`src/rtl/tx_stream_scheduler.sv`:
```
// Round-robin packet scheduler sharing the 32-bit tx datapath between N_STREAMS sources.
// One word per gearbox gen_en slot; grants at packet boundaries, optional inter-packet gap, underrun drain.
module tx_stream_scheduler #(
   parameter int unsigned N_STREAMS = 4,
   parameter int unsigned SW        = 2,
   parameter int unsigned GAP_W     = 8
) (
   input  logic                    clk,
   input  logic                    rst,
   input  logic                    gen_en,
   input  logic [N_STREAMS-1:0]    cfg_en,
   input  logic [GAP_W-1:0]        cfg_gap,
   input  logic [N_STREAMS-1:0]    src_valid,
   input  logic [32*N_STREAMS-1:0] src_data,
   input  logic [N_STREAMS-1:0]    src_sop,
   input  logic [N_STREAMS-1:0]    src_eop,
   input  logic [2*N_STREAMS-1:0]  src_mod,
   output logic [N_STREAMS-1:0]    src_rd,
   output logic [31:0]             int_data_o,
   output logic                    int_valid_o,
   output logic                    int_sop_o,
   output logic                    int_eop_o,
   output logic [1:0]              int_mod_o,
   output logic [SW-1:0]           cur_stream,
   output logic                    busy,
   output logic                    underrun_o
);

   localparam int unsigned DW = 32;
   localparam int unsigned MW = 2;

   typedef enum logic [1:0] {S_IDLE, S_XFER, S_GAP, S_DRAIN} state_t;

   state_t               r_state, w_state_nxt, w_after_eop;
   logic [SW-1:0]        r_last_grant, r_cur;
   logic [GAP_W-1:0]     r_gap_cnt, w_gap_nxt;
   logic [DW-1:0]        r_data, w_data;
   logic [MW-1:0]        r_mod, w_mod;
   logic                 r_valid, r_sop, r_eop, r_underrun;
   logic                 w_issue, w_sop, w_eop, w_underrun, w_grant;
   logic [N_STREAMS-1:0] w_req, w_stray, w_rd;
   logic                 w_win_found;
   logic [SW-1:0]        w_win, w_idx;
   logic [DW-1:0]        w_src_word [N_STREAMS];
   logic [MW-1:0]        w_src_mod  [N_STREAMS];

   assign w_req       = cfg_en & src_valid & src_sop;
   assign w_stray     = cfg_en & src_valid & ~src_sop;
   assign w_after_eop = (cfg_gap != '0) ? S_GAP : S_IDLE;

   // Unpack the flat source buses into per-stream views.
   always_comb begin
      for (int i = 0; i < int'(N_STREAMS); i++) begin
         w_src_word[i] = src_data[i*DW +: DW];
         w_src_mod[i]  = src_mod[i*MW +: MW];
      end
   end

   // Round-robin search starting one past the last granted stream.
   always_comb begin
      w_win_found = 1'b0;
      w_win       = '0;
      w_idx       = '0;
      for (int unsigned k = 1; k <= N_STREAMS; k++) begin
         w_idx = SW'((32'(r_last_grant) + k) % N_STREAMS);
         if (!w_win_found && w_req[w_idx]) begin
            w_win_found = 1'b1;
            w_win       = w_idx;
         end
      end
   end

   always_comb begin
      w_state_nxt = r_state;
      w_gap_nxt   = r_gap_cnt;
      w_rd        = '0;
      w_issue     = 1'b0;
      w_data      = '0;
      w_sop       = 1'b0;
      w_eop       = 1'b0;
      w_mod       = '0;
      w_underrun  = 1'b0;
      w_grant     = 1'b0;
      case (r_state)
         S_IDLE: begin
            // Heads without sop can never start a packet; discard them continuously.
            w_rd = w_stray;
            if (gen_en && w_win_found) begin
               w_grant     = 1'b1;
               w_rd[w_win] = 1'b1;
               w_issue     = 1'b1;
               w_data      = w_src_word[w_win];
               w_sop       = 1'b1;
               w_eop       = src_eop[w_win];
               w_mod       = w_src_mod[w_win];
               if (src_eop[w_win]) begin
                  w_gap_nxt   = cfg_gap;
                  w_state_nxt = w_after_eop;
               end else begin
                  w_state_nxt = S_XFER;
               end
            end
         end
         S_XFER: begin
            if (gen_en) begin
               w_issue = 1'b1;
               if (src_valid[r_cur]) begin
                  w_rd[r_cur] = 1'b1;
                  w_data      = w_src_word[r_cur];
                  w_eop       = src_eop[r_cur];
                  w_mod       = w_src_mod[r_cur];
                  if (src_eop[r_cur]) begin
                     w_gap_nxt   = cfg_gap;
                     w_state_nxt = w_after_eop;
                  end
               end else begin
                  // Source ran dry: close the packet downstream with a zero eop word.
                  w_eop       = 1'b1;
                  w_underrun  = 1'b1;
                  w_state_nxt = S_DRAIN;
               end
            end
         end
         S_DRAIN: begin
            w_rd[r_cur] = src_valid[r_cur];
            if (src_valid[r_cur] && src_eop[r_cur]) begin
               w_gap_nxt   = cfg_gap;
               w_state_nxt = w_after_eop;
            end
         end
         S_GAP: begin
            if (gen_en) begin
               if (r_gap_cnt <= GAP_W'(1)) begin
                  w_gap_nxt   = '0;
                  w_state_nxt = S_IDLE;
               end else begin
                  w_gap_nxt = r_gap_cnt - GAP_W'(1);
               end
            end
         end
         default: w_state_nxt = S_IDLE;
      endcase
   end

   always_ff @(posedge clk or posedge rst) begin
      if (rst) begin
         r_state      <= S_IDLE;
         r_gap_cnt    <= '0;
         r_last_grant <= SW'(N_STREAMS - 1);
         r_cur        <= '0;
         r_valid      <= 1'b0;
         r_data       <= '0;
         r_sop        <= 1'b0;
         r_eop        <= 1'b0;
         r_mod        <= '0;
         r_underrun   <= 1'b0;
      end else begin
         r_state    <= w_state_nxt;
         r_gap_cnt  <= w_gap_nxt;
         r_valid    <= w_issue;
         r_underrun <= w_underrun;
         if (w_grant) begin
            r_last_grant <= w_win;
            r_cur        <= w_win;
         end
         if (w_issue) begin
            r_data <= w_data;
            r_sop  <= w_sop;
            r_eop  <= w_eop;
            r_mod  <= w_mod;
         end
      end
   end

   // Pops are suppressed while reset is held so no source word is lost.
   assign src_rd      = rst ? '0 : w_rd;
   assign int_data_o  = r_data;
   assign int_valid_o = r_valid;
   assign int_sop_o   = r_sop;
   assign int_eop_o   = r_eop;
   assign int_mod_o   = r_mod;
   assign cur_stream  = r_cur;
   assign busy        = (r_state != S_IDLE);
   assign underrun_o  = r_underrun;

endmodule
```
`config.mk`:
```
export PLATFORM = sky130hd
export DESIGN_NAME = tx_stream_scheduler
export DESIGN_NICKNAME = d
export VERILOG_FILES = /design/src/rtl/tx_stream_scheduler.sv
export SDC_FILE = /design/constraint.sdc
export NUM_CORES = 1
export LEC_CHECK = 0
export BUFFER_PORTS_ARGS = -buffer_cell sky130_fd_sc_hd__buf_2
export CAP_MARGIN = 20
export CORE_AREA = 2 2 91 181
export CTS_CLUSTER_DIAMETER = 120
export DETAILED_ROUTE_END_ITERATION = 8
export DIE_AREA = 0 0 93 183
export GPL_TIMING_DRIVEN = 1
export SKIP_CTS_REPAIR_TIMING = 1
export SYNTH_ARGS = -nofsm -noshare
export SYNTH_HDL_FRONTEND = slang
export SYNTH_SLANG_ARGS = --single-unit
```
`constraint.sdc`:
```
create_clock -name clk -period 3.81 [get_ports clk]
set_input_delay 1.143 -clock clk [delete_from_list [all_inputs] [get_ports clk]]
set_output_delay 1.143 -clock clk [all_outputs]
set_load 0.01 [all_outputs]
```
; ---- Word-level counts from Yosys, hierarchy flattened
; Index checks and enable logic that the tools add are counted.
[word_totals]
output_inout_bits = 45
mem_bits_rw = 0
rom_bits = 0
word_cells = 142
ff_bits = 52
input_bits = 163
latchBits = 0
n_memories = 0
[classes]
eq_ne = 12
n_mux = 81
div = 0
reduce_logical = 15
n_addsub = 5
shifts = 0
order_cmp = 11
bitwise_logic = 8
n_mul = 0
[op_table]
columns = cell, n
row1 = $mux W32, 7
row2 = $bmux W32 S2, 2
row3 = $mux W8, 8
row4 = $pmux W32 S2, 1
row5 = $mux W2, 20
row6 = $pmux W8 S4, 1
row7 = $mux W1, 22
row8 = $lt A2 B3 Y1 const B, 6
row9 = $and A4 B4 Y4, 4
row10 = $mux W4, 4
row11 = $ne A2 B2 Y1 const B, 8
row12 = $bmux W1 S2, 7
row13 = $pmux W4 S3, 1
row14 = $bmux W2 S2, 2
row15 = $le A8 B1 Y1 const B, 1
row16 = $pmux W2 S4, 1
row17 = $reduce_bool A8 Y1, 1
row18 = $sub A8 B1 Y8 const B, 1
row19 = $logic_and A1 B1 Y1, 7
row20 = $reduce_and A7 Y1, 1
row21 = $ge A3 B3 Y1 const B, 2
row22 = $not A2 Y3, 2
row23 = $reduce_and A6 Y1, 1
row24 = $add A2 B1 Y2 const B, 2
row25 = other kinds (13), 20

; ---- Longest topological paths before layout
; Gate-level depths: netlist (run 1).
[depth]
ltp_word = 22
mapped_depth = 9
depth_no_buf = 8

; ---- Least setup slack after synthesis (run 1)
; OpenSTA, ideal clock, no wires.
[synth_timing]
path_kind = input to output
startpoint = input port rst
endpoint = output port src_rd[0]
path_slack_ps = -90
arrival_ps = 2757
n_path_buf = 0
required_time_ps = 2667
stages = 3
cell_sequence = inv_1 -> nand2_1 -> nor2_1
[synth_between]
elab_chain_len = 1
[synth_rtl]
columns = item, line
row1 = "start, declared", 9  ; input logic rst,
row2 = $mux W4, 176  ; assign src_rd = rst ? '0 : w_rd;
row3 = "end, declared", 18  ; output logic [N_STREAMS-1:0] src_rd,
; Every way passes these cells.

; ---- Final worst setup path (run 1)
[layout_timing]
startpoint = input port src_valid[2]
endpoint = output port src_rd[0]
[layout_between]
elab_chain_len = 22
elab_cells_between_ends = 39
cone_classes = order compare: 2 / mux: 25 / bitwise: 4 / reduce/logical: 8
[layout_rtl]
columns = item, line
row1 = "start, declared", 13  ; input logic [N_STREAMS-1:0] src_valid,
row2 = $and A4 B4 Y4 (2 in series), 47  ; assign w_req = cfg_en & src_valid & src_sop;
row3 = $bmux W1 S2, 66  ; if (!w_win_found && w_req[w_idx]) begin
row4 = $mux W1 (implied by the code), 66
row5 = $mux W1, 66
row6 = $logic_not A1 Y1, 66
row7 = $logic_and A1 B1 Y1, 66
row8 = $mux W1, 66
row9 = $logic_not A1 Y1, 66
row10 = (+5 left out), -
row11 = $lt A2 B3 Y1 (implied by the code) or $ge A2 B1 Y1 (tied branches), 90  ; w_rd[w_win] = 1'b1;
row12 = $logic_and A1 B1 Y1 (implied by the code), 90
row13 = $mux W1 (implied by the code), 90
row14 = $demux W1 S2, 90
row15 = $or A4 B4 Y4 (no line), -
row16 = $mux W4, 88  ; if (gen_en && w_win_found) begin
row17 = $pmux W4 S3 *, 84  ; case (r_state)
row18 = $mux W4 *, 176
; Every way passes the cells marked *; elsewhere a longest branch is shown, timed or not. The select of a mux whose other input is x is not followed.

==> key figures, run 1 <==
Route
  – DR WL/cell: 17.0 microns
  – ANT nets after route: 0
  – DR vias/cell: 5.35
  – Via total after detailed routing: 5080
  – DRT iter0 DRCs: 191
  – First-pass iteration count of the detailed router: 5
  – # DRC: 0
  – Routed wire length: 16100 microns

Hold path
  – Hold Path Class: reg2reg
  – Hold path cells: 2

GRT
  – Tot GR Track Use: 0.189
  – Initial antenna violation count: 2
  – First-pass GRT wire length: 26100 microns
  – Via count of the first global-routing pass: 5101
  – GRT overflow: 0
  – Largest net degree at the start of global routing: 71

Yosys
  – FFs w/ async S/R, synth: 1.00
  – Area contributors post-synth: dfrtp_1 (27%), mux4_2 (18%), nand2_1 (13%)
  – Syn_nets: 720
  – Post-synthesis mux area share: 0.199
  – Distinct cells, synth: 49
  – Register bit count reported by yosys: 52
  – Adder-cell share of the synthesized area: 0.00542
  – Mapped cell area: 0.00462 sq mm
  – Compound-Gate Fraction of Synth Area: 0.214
  – EDFF count, synth: 0
  – Mapped Avg Cell Area: 8.32 sq um
  – Post-Syn Instances: 555
  – Synthesis Warnings: 0
  – Post-synthesis xor/xnor area fraction: 0.00949
  – Yosys top cell by area: dfrtp_1
  – Top cell type's share of synthesized area: 0.271
  – Register area share after synthesis: 0.282
  – Largest family of logic cells by synthesized area: simple AND/OR/NAND/NOR gates
  – Top_reg_cell synth: dfrtp_1
  – Simple-Gate Fraction of Synth Area: 0.247

Setup path
  – Slowest-stage cell, CP: mux4_2
  – Critical path's largest stage delay: 0.48 ns
  – Worst EP arrival: 2.58 ns
  – Max FO, Critical Path: 4
  – Buf/Inv on CP: 2
  – CP endpoint kind: output pin
  – Nature of the critical path startpoint: primary input
  – Stages on the worst setup path: 7
  – Most Frequent Cell on Critical Path: buf_2
  – Crit Path Class: in2out
  – Crit path cell chain: buf_2 > mux4_2 > and3_1 > nor3b_1 > nor3_2 > nor2_1 > buf_2
  – Reg2reg path depth: 8
  – Cell family with most CP delay: simple AND/OR/NAND/NOR gates
  – CP Data Required Time: 2.67 ns

Final layout
  – Fillcell total: 1652
  – Leading cell type in the layout, fill and taps excluded: buf_2
  – Non-Filler Instances: 949
  – Cell area after layout: 0.00608 sq mm
  – Fin util: 0.390
  – Layout cells sized above 1: 0.394
  – Area Overhead vs Synth: 31.8%
  – ANT cells: 0
  – Final #Nets: 912
  – Commonest cells after routing, fill and taps aside: buf_2 (207), nand2_1 (160), a21oi_1 (76), dfrtp_1 (48), mux4_2 (36)

Clocking
  – Clk Latency, worst-skew pair: 0.29 ns
  – Clk sinks: 52
  – CTS root buf: clkbuf_16
  – CTS tree: done
  – TritonCTS buffer count: 5
  – CTS clk-pin slew, worst paths: 0.07 ns
  – H-tree Lvls: 2
  – CTS Buffer Depth: 2

Power and ir drop
  – Total Power Consumption: 3.51 mW
  – Peak VDD IR: 438 uV
  – P per Cell Area: 577 mW/mm^2
  – Lkg Pwr: 2.99 nW

Floorplanning
  – Ports: 208
  – Core area: 0.0156 sq mm
  – Height of the die: 183 microns
  – Initial Util: 0.296
  – Die width: 93 microns
  – Die area: 0.0170 sq mm
  – Rows: 65

STA
  – Slew Limit Fails: 0
  – Peak Freq: 0.268 GHz
  – Fin crit period: 3.73 ns
  – Worst slew pin tran: 0.791 ns
  – Final Setup Violations: 0
  – Slew margin rel.: 0.472
  – Period utilisation layout: 0.978
  – Final Hold Viols: 0
  – Worst Skew: 0.00994 ns
  – RSZ-0062 raised after global routing: no
  – Setup TNS: 0 ns

Placed design
  – I/O Buffers: 207
  – Placer Congestion: 0.844
  – DP Cell Count: 940
  – Placed Area: 0.00592 sq mm
  – Detailed placer's ending HPWL: 11300 microns

Run
  – Max Cap Viol: 0

Run status
  – Status: completed
==> per-layer routing <==
layer	up-vias	global-route usage	routed length (microns)
met2	259	0.320	7710
met4	4	0.0400	172
met5	-	0	27
li1	2403	-	-
met1	2398	0.249	6850
met3	16	0.0353	1350
==> registers in the layout, indices dropped and copies added (netlist names) <==
signal / flops
underrun_o: 1
int_valid_o: 1
cur_stream: 2
int_eop_o: 1
int_sop_o: 1
r_state: 2
int_mod_o: 2
int_data_o: 32
r_last_grant: 2
r_gap_cnt: 8
==> cells by family after synthesis <==
family / count (synthesis)
xor gates and xnor gates: 5
buffers and inverters: 51
muxes: 44
AOI/OAI and AO/OA: 145
and+or+nand+nor: 256
DFF: 52
adders and majority gates: 2
==> Yosys cell counts, types with 2 or more instances <==
master,count
o21ai_0,11
a21o_1,3
ha_1,2
xnor2_1,2
nor3_1,3
xor2_1,3
nand3_1,9
a221o_1,2
nand4_1,2
and3_1,7
nor3b_1,3
dfstp_2,2
or3_1,34
buf_2,5
inv_1,8
a21oi_1,76
o221ai_1,2
a221oi_2,2
nand2_1,160
buf_1,9
nand2b_1,4
o22ai_1,3
mux2i_1,2
a22o_1,34
clkbuf_1,29
nor2_1,24
mux2_4,6
mux4_2,36
dfrtp_1,50
nor4_1,3
==> cell type report <==
class | count | area [sq um] | area share
tap | 201 | 251 | 0.0413
inverter | 8 | 33.8 | 0.00555
sequential | 52 | 1310 | 0.215
clock buffer | 8 | 146 | 0.0241
timing repair buffer | 228 | 1190 | 0.196
multi-input combinational | 452 | 3150 | 0.518
==> per-stage QoR <==
stage / hold slack (ns) / setup slack (ns)
5_1_grt: 0.523 / 0.00152
2_1_floorplan: 0.499 / 0.0276
3_3_place_gp: 0.464 / 0.0400
3_5_place_dp: 0.461 / -0.00398
6_report: 0.478 / 0.0821
4_1_cts: 0.480 / -0.00520
==> report_power, final <==
group	switching, mW	internal, mW
clock network	0.205	0.263
logic	1.06	1.02
registers	0.188	0.778
==> path summary, 6_finish.rpt <==
check | start | end | slack, ns
max reg2reg | r_last_grant[1]$_DFFE_PP1P_ | r_gap_cnt[4]$_DFFE_PP0P_ | 0.81
min reg2reg | int_sop_o$_DFFE_PP0P_ | int_sop_o$_DFFE_PP0P_ | 0.48
max | src_valid[2] | src_rd[0] | 0.08
min in group asynchronous | rst | r_gap_cnt[7]$_DFFE_PP0P_ | 1.11
min | int_sop_o$_DFFE_PP0P_ | int_sop_o$_DFFE_PP0P_ | 0.48
max in group asynchronous | rst | cur_stream[0]$_DFFE_PP0P_ | 2.18
==> worst min-delay path: cells and delay by family (launching register included) <==
| family | cells | cell delay, ns |
|---|---|---|
| flip-flops | 1 | 0.34 |
| AND/OR/NAND/NOR | 2 | 0.11 |
Note: power is estimated with default switching activity, not from simulation.
==> inputs of run 2 (changes only) <==
Settings changed: ABC_CLOCK_PERIOD_IN_PS set to 3810, BUFFER_PORTS_ARGS -buffer_cell sky130_fd_sc_hd__buf_2 to not set, CTS_CLUSTER_SIZE set to 20, DONT_BUFFER_PORTS set to 1.
==> run 2 against run 1 <==
Combinational power down 18%. Highest routed layer is now met4. Worst hold slack better by 0.067 ns. Maximum frequency increased by 2.3%. Critical endpoint unchanged. Non-clock buffer count fell by 210. Cell count shrank 22%. Sequential power grew 11%. Total power is 5.3% lower. Core utilization is 6.7 points lower. Wire length shrank 4.9%. Die area unchanged.
==> key figures, run 2 (same netlist as run 1, synthesis figures left out) <==
Run status
  – Status: completed

Clocking
  – Clk sinks: 52 (unchanged)
  – TritonCTS buffer count: 5 (unchanged)
  – H-tree Lvls: 2 (unchanged)
  – CTS tree: done
  – CTS clk-pin slew, worst paths: 0.08 ns (about the same)
  – CTS Buffer Depth: 2 (unchanged)
  – CTS root buf: clkbuf_16
  – Clk Latency, worst-skew pair: 0.30 ns (about the same)

Route
  – DR WL/cell: 20.7 microns (+22%)
  – DRT iter0 DRCs: 163 (-15%)
  – DR vias/cell: 5.87 (+9.6%)
  – First-pass iteration count of the detailed router: 5 (unchanged)
  – # DRC: 0 (unchanged)
  – ANT nets after route: 0 (unchanged)
  – Routed wire length: 15300 microns (-4.9%)
  – Via total after detailed routing: 4336 (-15%)

Setup path
  – Reg2reg setup slack: 1.05 ns (+0.24 ns)
  – Reg2reg path depth: 8 (unchanged)
  – Worst EP arrival: 2.50 ns (-0.08 ns)
  – Nature of the critical path startpoint: primary input
  – Crit. Startpoint: src_valid[3]
  – R2r startpoint: r_last_grant[1]$_DFFE_PP1P_
  – Max FO, Critical Path: 7 (+3)
  – Crit Path Class: in2out
  – CP endpoint kind: output pin
  – CP Data Required Time: 2.67 ns (about the same)
  – Reg-to-reg endpoint: r_gap_cnt[2]$_DFFE_PP0P_
  – Setup crit end: src_rd[0]

Final layout
  – Leading cell type in the layout, fill and taps excluded: nand2_1
  – ANT cells: 0 (unchanged)
  – Layout cells sized above 1: 0.158 (-0.236)
  – Fin util: 0.323 (-0.0665)
  – Area Overhead vs Synth: 9.30%
  – Final #Nets: 702 (-23%)
  – Commonest cells after routing, fill and taps aside: nand2_1 (160), a21oi_1 (76), dfrtp_1 (48), mux4_2 (36)
  – Max reg flops: 32 (unchanged)
  – Cell area after layout: 0.00505 sq mm (-17%)
  – Non-Filler Instances: 739 (-22%)
  – Fillcell total: 1654 (+0.12%)

STA
  – Peak Freq: 0.274 GHz (+2.3%)
  – Worst Skew: 0.00821 ns (-0.00173 ns)
  – Fin crit period: 3.64 ns (-0.0831 ns)
  – Slew margin rel.: 0.447 (-0.0258)
  – Setup TNS: 0 ns (unchanged)
  – Hold_ws: 0.546 ns (+0.0673 ns)
  – Final Hold Viols: 0 (unchanged)
  – Fin worst setup slack: 0.165 ns (+0.0831 ns)
  – Worst slew pin tran: 0.830 ns (+0.0387 ns)
  – RSZ-0062 raised after global routing: no
  – Final Setup Violations: 0 (unchanged)
  – Period utilisation layout: 0.957 (-0.0218)
  – Slew Limit Fails: 0 (unchanged)

Power and ir drop
  – Seq pwr share: 0.322 (+0.047)
  – Logic gate share of total power: 0.513 (-0.079)
  – Peak VDD IR: 559 uV (+28%)
  – Switching pwr: 1.38 mW (-5.1%)
  – P per Cell Area: 660 mW/mm^2 (+14%)
  – Int Power: 1.95 mW (-5.4%)
  – Switching Fraction: 0.413 (+0.000810)
  – Clock power share: 0.166 (+0.033)
  – Total Power Consumption: 3.33 mW (-5.3%)
  – Lkg Pwr: 2.13 nW (-29%)

Placed design
  – Placer Congestion: 0.856 (+1.4%)
  – Detailed placer's ending HPWL: 10900 microns (-3.6%)
  – Placed Area: 0.00487 sq mm (-18%)
  – Pre-CTS setup slack: 0.177 ns (+0.181 ns)
  – I/O Buffers: 0 (-100%)
  – DP Cell Count: 731 (-22%)

GRT
  – Largest net degree at the start of global routing: 71 (unchanged)
  – First-pass GRT wire length: 23800 microns (-8.7%)
  – GRT overflow: 0 (unchanged)
  – Initial antenna violation count: 0 (-2)
  – Tot GR Track Use: 0.176 (-0.0130)
  – Via count of the first global-routing pass: 4466 (-12%)

Run
  – Max Cap Viol: 0 (unchanged)

Floorplanning
  – Ports: 208 (unchanged)
  – Height of the die: 183 microns (unchanged)
  – Core area: 0.0156 sq mm (unchanged)
  – Rows: 65 (unchanged)
  – Die width: 93 microns (unchanged)
  – Die area: 0.0170 sq mm (unchanged)
  – Initial Util: 0.296 (unchanged)

Hold path
  – Hold path cells: 2 (unchanged)
  – Hold Path Class: reg2reg
[run 2: cell count changes in the layout (fill, tap and decap cells not counted), sizes merged]
cell,previous run,this run
clkinv,0,1
clkbuf,8,6
bufinv,0,1
buf,228,18
[run 2: worst min-delay path by stage]
stage,startpoint,endpoint,slack (ns)
floorplan,r_last_grant[0]$_DFFE_PP1P_,r_last_grant[0]$_DFFE_PP1P_,0.50
CTS,r_last_grant[0]$_DFFE_PP1P_,r_last_grant[0]$_DFFE_PP1P_,0.55
detailed placement,int_sop_o$_DFFE_PP0P_,int_sop_o$_DFFE_PP0P_,0.53
global route,int_sop_o$_DFFE_PP0P_,int_sop_o$_DFFE_PP0P_,0.59
global placement,r_last_grant[0]$_DFFE_PP1P_,r_last_grant[0]$_DFFE_PP1P_,0.52
finish,r_last_grant[0]$_DFFE_PP1P_,r_last_grant[0]$_DFFE_PP1P_,0.55
[run 2: per-layer routing]
| metal | GRT usage | routed length (microns) | vias to the layer above |
|---|---|---|---|
| met3 | 0.0620 | 1990 | 11 |
| met2 | 0.301 | 7320 | 260 |
| met1 | 0.211 | 5830 | 2086 |
| li1 | - | - | 1979 |
| met5 | 0 | 0 | - |
| met4 | 0.0376 | 193 | 0 |
[run 2: layout make-up]
| cell class | count | area, sq um | area share |
|---|---|---|---|
| Multi-Input combinational cell | 452 | 3140 | 0.623 |
| Clock buffer | 6 | 139 | 0.0275 |
| Inverter | 8 | 33.8 | 0.00669 |
| Timing Repair Buffer | 18 | 135 | 0.0268 |
| Tap cell | 201 | 251 | 0.0498 |
| Sequential cell | 52 | 1310 | 0.259 |
| Clock inverter | 2 | 38.8 | 0.00769 |
[run 2: worst max-delay path, stage by stage]
cell     delay, ns
mux4_2        0.54
and3_1        0.26
nor3b_1       0.15
nor3_1        0.28
nor2_1        0.14
[run 2: power by group through the flow]
stage | registers, mW | clock network [mW] | logic [mW]
floorplan | 0.993 | 0 | 1.41
global placement | 1.08 | 0 | 1.70
detailed placement | 1.08 | 0 | 1.72
CTS | 1.07 | 0.580 | 1.72
global route | 1.11 | 0.597 | 1.88
finish | 1.07 | 0.551 | 1.71
==> inputs of run 3 (changes only) <==
Settings changed: ABC_CLOCK_PERIOD_IN_PS 3810 to 2960, PLACE_DENSITY set to 0.53.
Clock period 3.81 ns to 2.96 ns, I/O delays scaled along.
==> run 3 against run 2 <==
First-iteration DRC count increased by 13%. Count of clock-buffer cells in the layout unchanged. Sequential cell count unchanged. Cell count increased by 1.8%. Largest cell class unchanged. Critical path depth increased by 1. Design area increased by 3.4%. Die area unchanged. Critical path type is now reg2out. Total power increased by 31%.
==> key figures, run 3 (same netlist as run 1, synthesis figures left out) <==
Run status
  – Status: completed

Floorplanning
  – Die area: 0.0170 sq mm (unchanged)
  – Rows: 65 (unchanged)
  – Height of the die: 183 microns (unchanged)
  – Die width: 93 microns (unchanged)
  – Core area: 0.0156 sq mm (unchanged)
  – Initial Util: 0.296 (unchanged)
  – Ports: 208 (unchanged)

Setup path
  – Crit. Startpoint: r_last_grant[1]$_DFFE_PP1P_
  – Crit Path Class: reg2out
  – Reg2reg path depth: 8 (unchanged)
  – Reg2reg setup slack: 0.27 ns (-0.78 ns)
  – Nature of the critical path startpoint: flip-flop
  – Reg-to-reg endpoint: r_gap_cnt[6]$_DFFE_PP0P_
  – Max FO, Critical Path: 6 (-1)
  – R2r startpoint: r_last_grant[1]$_DFFE_PP1P_
  – Setup crit end: src_rd[3]
  – CP Data Required Time: 2.07 ns (-0.60 ns)
  – CP endpoint kind: output pin
  – Worst EP arrival: 2.02 ns (-0.48 ns)

GRT
  – Via count of the first global-routing pass: 4471 (+0.11%)
  – GRT overflow: 0 (unchanged)
  – Largest net degree at the start of global routing: 71 (unchanged)
  – Initial antenna violation count: 0 (unchanged)
  – Tot GR Track Use: 0.177 (+0.00176)
  – First-pass GRT wire length: 23900 microns (+0.44%)

Route
  – Routed wire length: 15400 microns (+0.49%)
  – ANT nets after route: 0 (unchanged)
  – DR vias/cell: 5.73 (-2.3%)
  – Via total after detailed routing: 4312 (-0.55%)
  – # DRC: 0 (unchanged)
  – DR WL/cell: 20.5 microns (-1.2%)
  – DRT iter0 DRCs: 184 (+13%)
  – First-pass iteration count of the detailed router: 5 (unchanged)

Hold path
  – Hold Path Class: reg2reg

Run
  – Max Cap Viol: 0 (unchanged)

Final layout
  – Final #Nets: 715 (+1.9%)
  – Footprint of the multi-input gates: 0.00322 sq mm (+2.5%)
  – Fillcell total: 1658 (+0.24%)
  – Fin util: 0.334 (+0.0111)
  – Max reg flops: 32 (unchanged)
  – Layout cells sized above 1: 0.205 (+0.0471)
  – Commonest cells after routing, fill and taps aside: nand2_1 (159), a21oi_1 (75), dfrtp_1 (48), mux4_2 (36)
  – Area Overhead vs Synth: 13.0%
  – Leading cell type in the layout, fill and taps excluded: nand2_1
  – ANT cells: 0 (unchanged)
  – Register area: 0.00131 sq mm (unchanged)

STA
  – Period utilisation layout: 0.981
  – Peak Freq: 0.344 GHz
  – Slew margin rel.: 0.517 (+0.0702)
  – RSZ-0062 raised after global routing: no
  – Final Setup Violations: 0 (unchanged)
  – Slew Limit Fails: 0 (unchanged)
  – Worst Skew: 0.0117 ns (+0.00345 ns)
  – Fin crit period: 2.90 ns
  – Worst slew pin tran: 0.725 ns (-0.105 ns)
  – Final Hold Viols: 0 (unchanged)
  – Hold_ws: 0.544 ns (-0.00113 ns)

Clocking
  – H-tree Lvls: 2 (unchanged)
  – Clk Latency, worst-skew pair: 0.29 ns (about the same)
  – TritonCTS buffer count: 5 (unchanged)
  – CTS root buf: clkbuf_16
  – Clk sinks: 52 (unchanged)
  – CTS clk-pin slew, worst paths: 0.08 ns (about the same)
  – CTS Buffer Depth: 2 (unchanged)
  – CTS tree: done

Power and ir drop
  – Peak VDD IR: 306 uV (-45%)
  – P per Cell Area: 833 mW/mm^2 (+26%)
  – Total Power Consumption: 4.35 mW (+31%)
  – Lkg Pwr: 2.21 nW (+3.4%)

Placed design
  – Detailed placer's ending HPWL: 11100 microns (+1.8%)
  – Placer Congestion: 0.884 (+3.3%)
  – I/O Buffers: 0 (unchanged)
## run 3: report_power, final
part	internal (mW)	switching, mW
combinational	1.19	1.18
sequential	1.00	0.363
clock	0.335	0.274
total	2.53	1.82
## run 3: worst min-delay path by stage
stage | slack, ns | depth (start not counted) | startpoint | endpoint
final | 0.54 | 2 | r_last_grant[0]$_DFFE_PP1P_ | r_last_grant[0]$_DFFE_PP1P_
after global routing | 0.58 | 2 | int_sop_o$_DFFE_PP0P_ | int_sop_o$_DFFE_PP0P_
after CTS | 0.55 | 2 | r_last_grant[0]$_DFFE_PP1P_ | r_last_grant[0]$_DFFE_PP1P_
after detailed placement | 0.53 | 2 | r_last_grant[0]$_DFFE_PP1P_ | r_last_grant[0]$_DFFE_PP1P_
after global placement | 0.53 | 2 | r_last_grant[0]$_DFFE_PP1P_ | r_last_grant[0]$_DFFE_PP1P_
after floorplan | 0.51 | 2 | r_last_grant[0]$_DFFE_PP1P_ | r_last_grant[0]$_DFFE_PP1P_
## run 3: through the flow
stage          setup slack (ns)  setup TNS [ns]  cells  instance area, sq um
2_1_floorplan            -0.131          -0.183    555                  4690
3_3_place_gp            -0.0596         -0.0596    741                  5000
3_5_place_dp            -0.0537          -0.101    741                  5000
4_1_cts                 -0.0582          -0.148    749                  5150
5_1_grt                 0.00991               0    752                  5220
6_report                 0.0551               0    752                  5220
## run 3: cell type report
class / count / share of cell area
clock buffers: 6 / 0.0266
multi-input cells: 452 / 0.617
clock inverters: 2 / 0.00192
well taps: 201 / 0.0482
inverters: 8 / 0.00647
repair buffers: 31 / 0.0494
flip-flops and latches: 52 / 0.250
## run 3: routing by layer
metal,track usage,share of wire,vias to the layer above,routed length [microns]
met5,0,0,-,0
met2,0.310,0.50,252,7710
met3,0.0633,0.13,8,1990
met4,0.0353,0.0074,0,114
li1,-,-,2009,-
met1,0.208,0.36,2043,5600
## run 3: critical path, cell delays in order, from the launching register on
cell	delay, ns
dfstp_2	0.62
nand4_1	0.22
o22ai_2	0.22
o21ai_4	0.09
nand2b_4	0.15
o221a_1	0.25
nor2_2	0.17
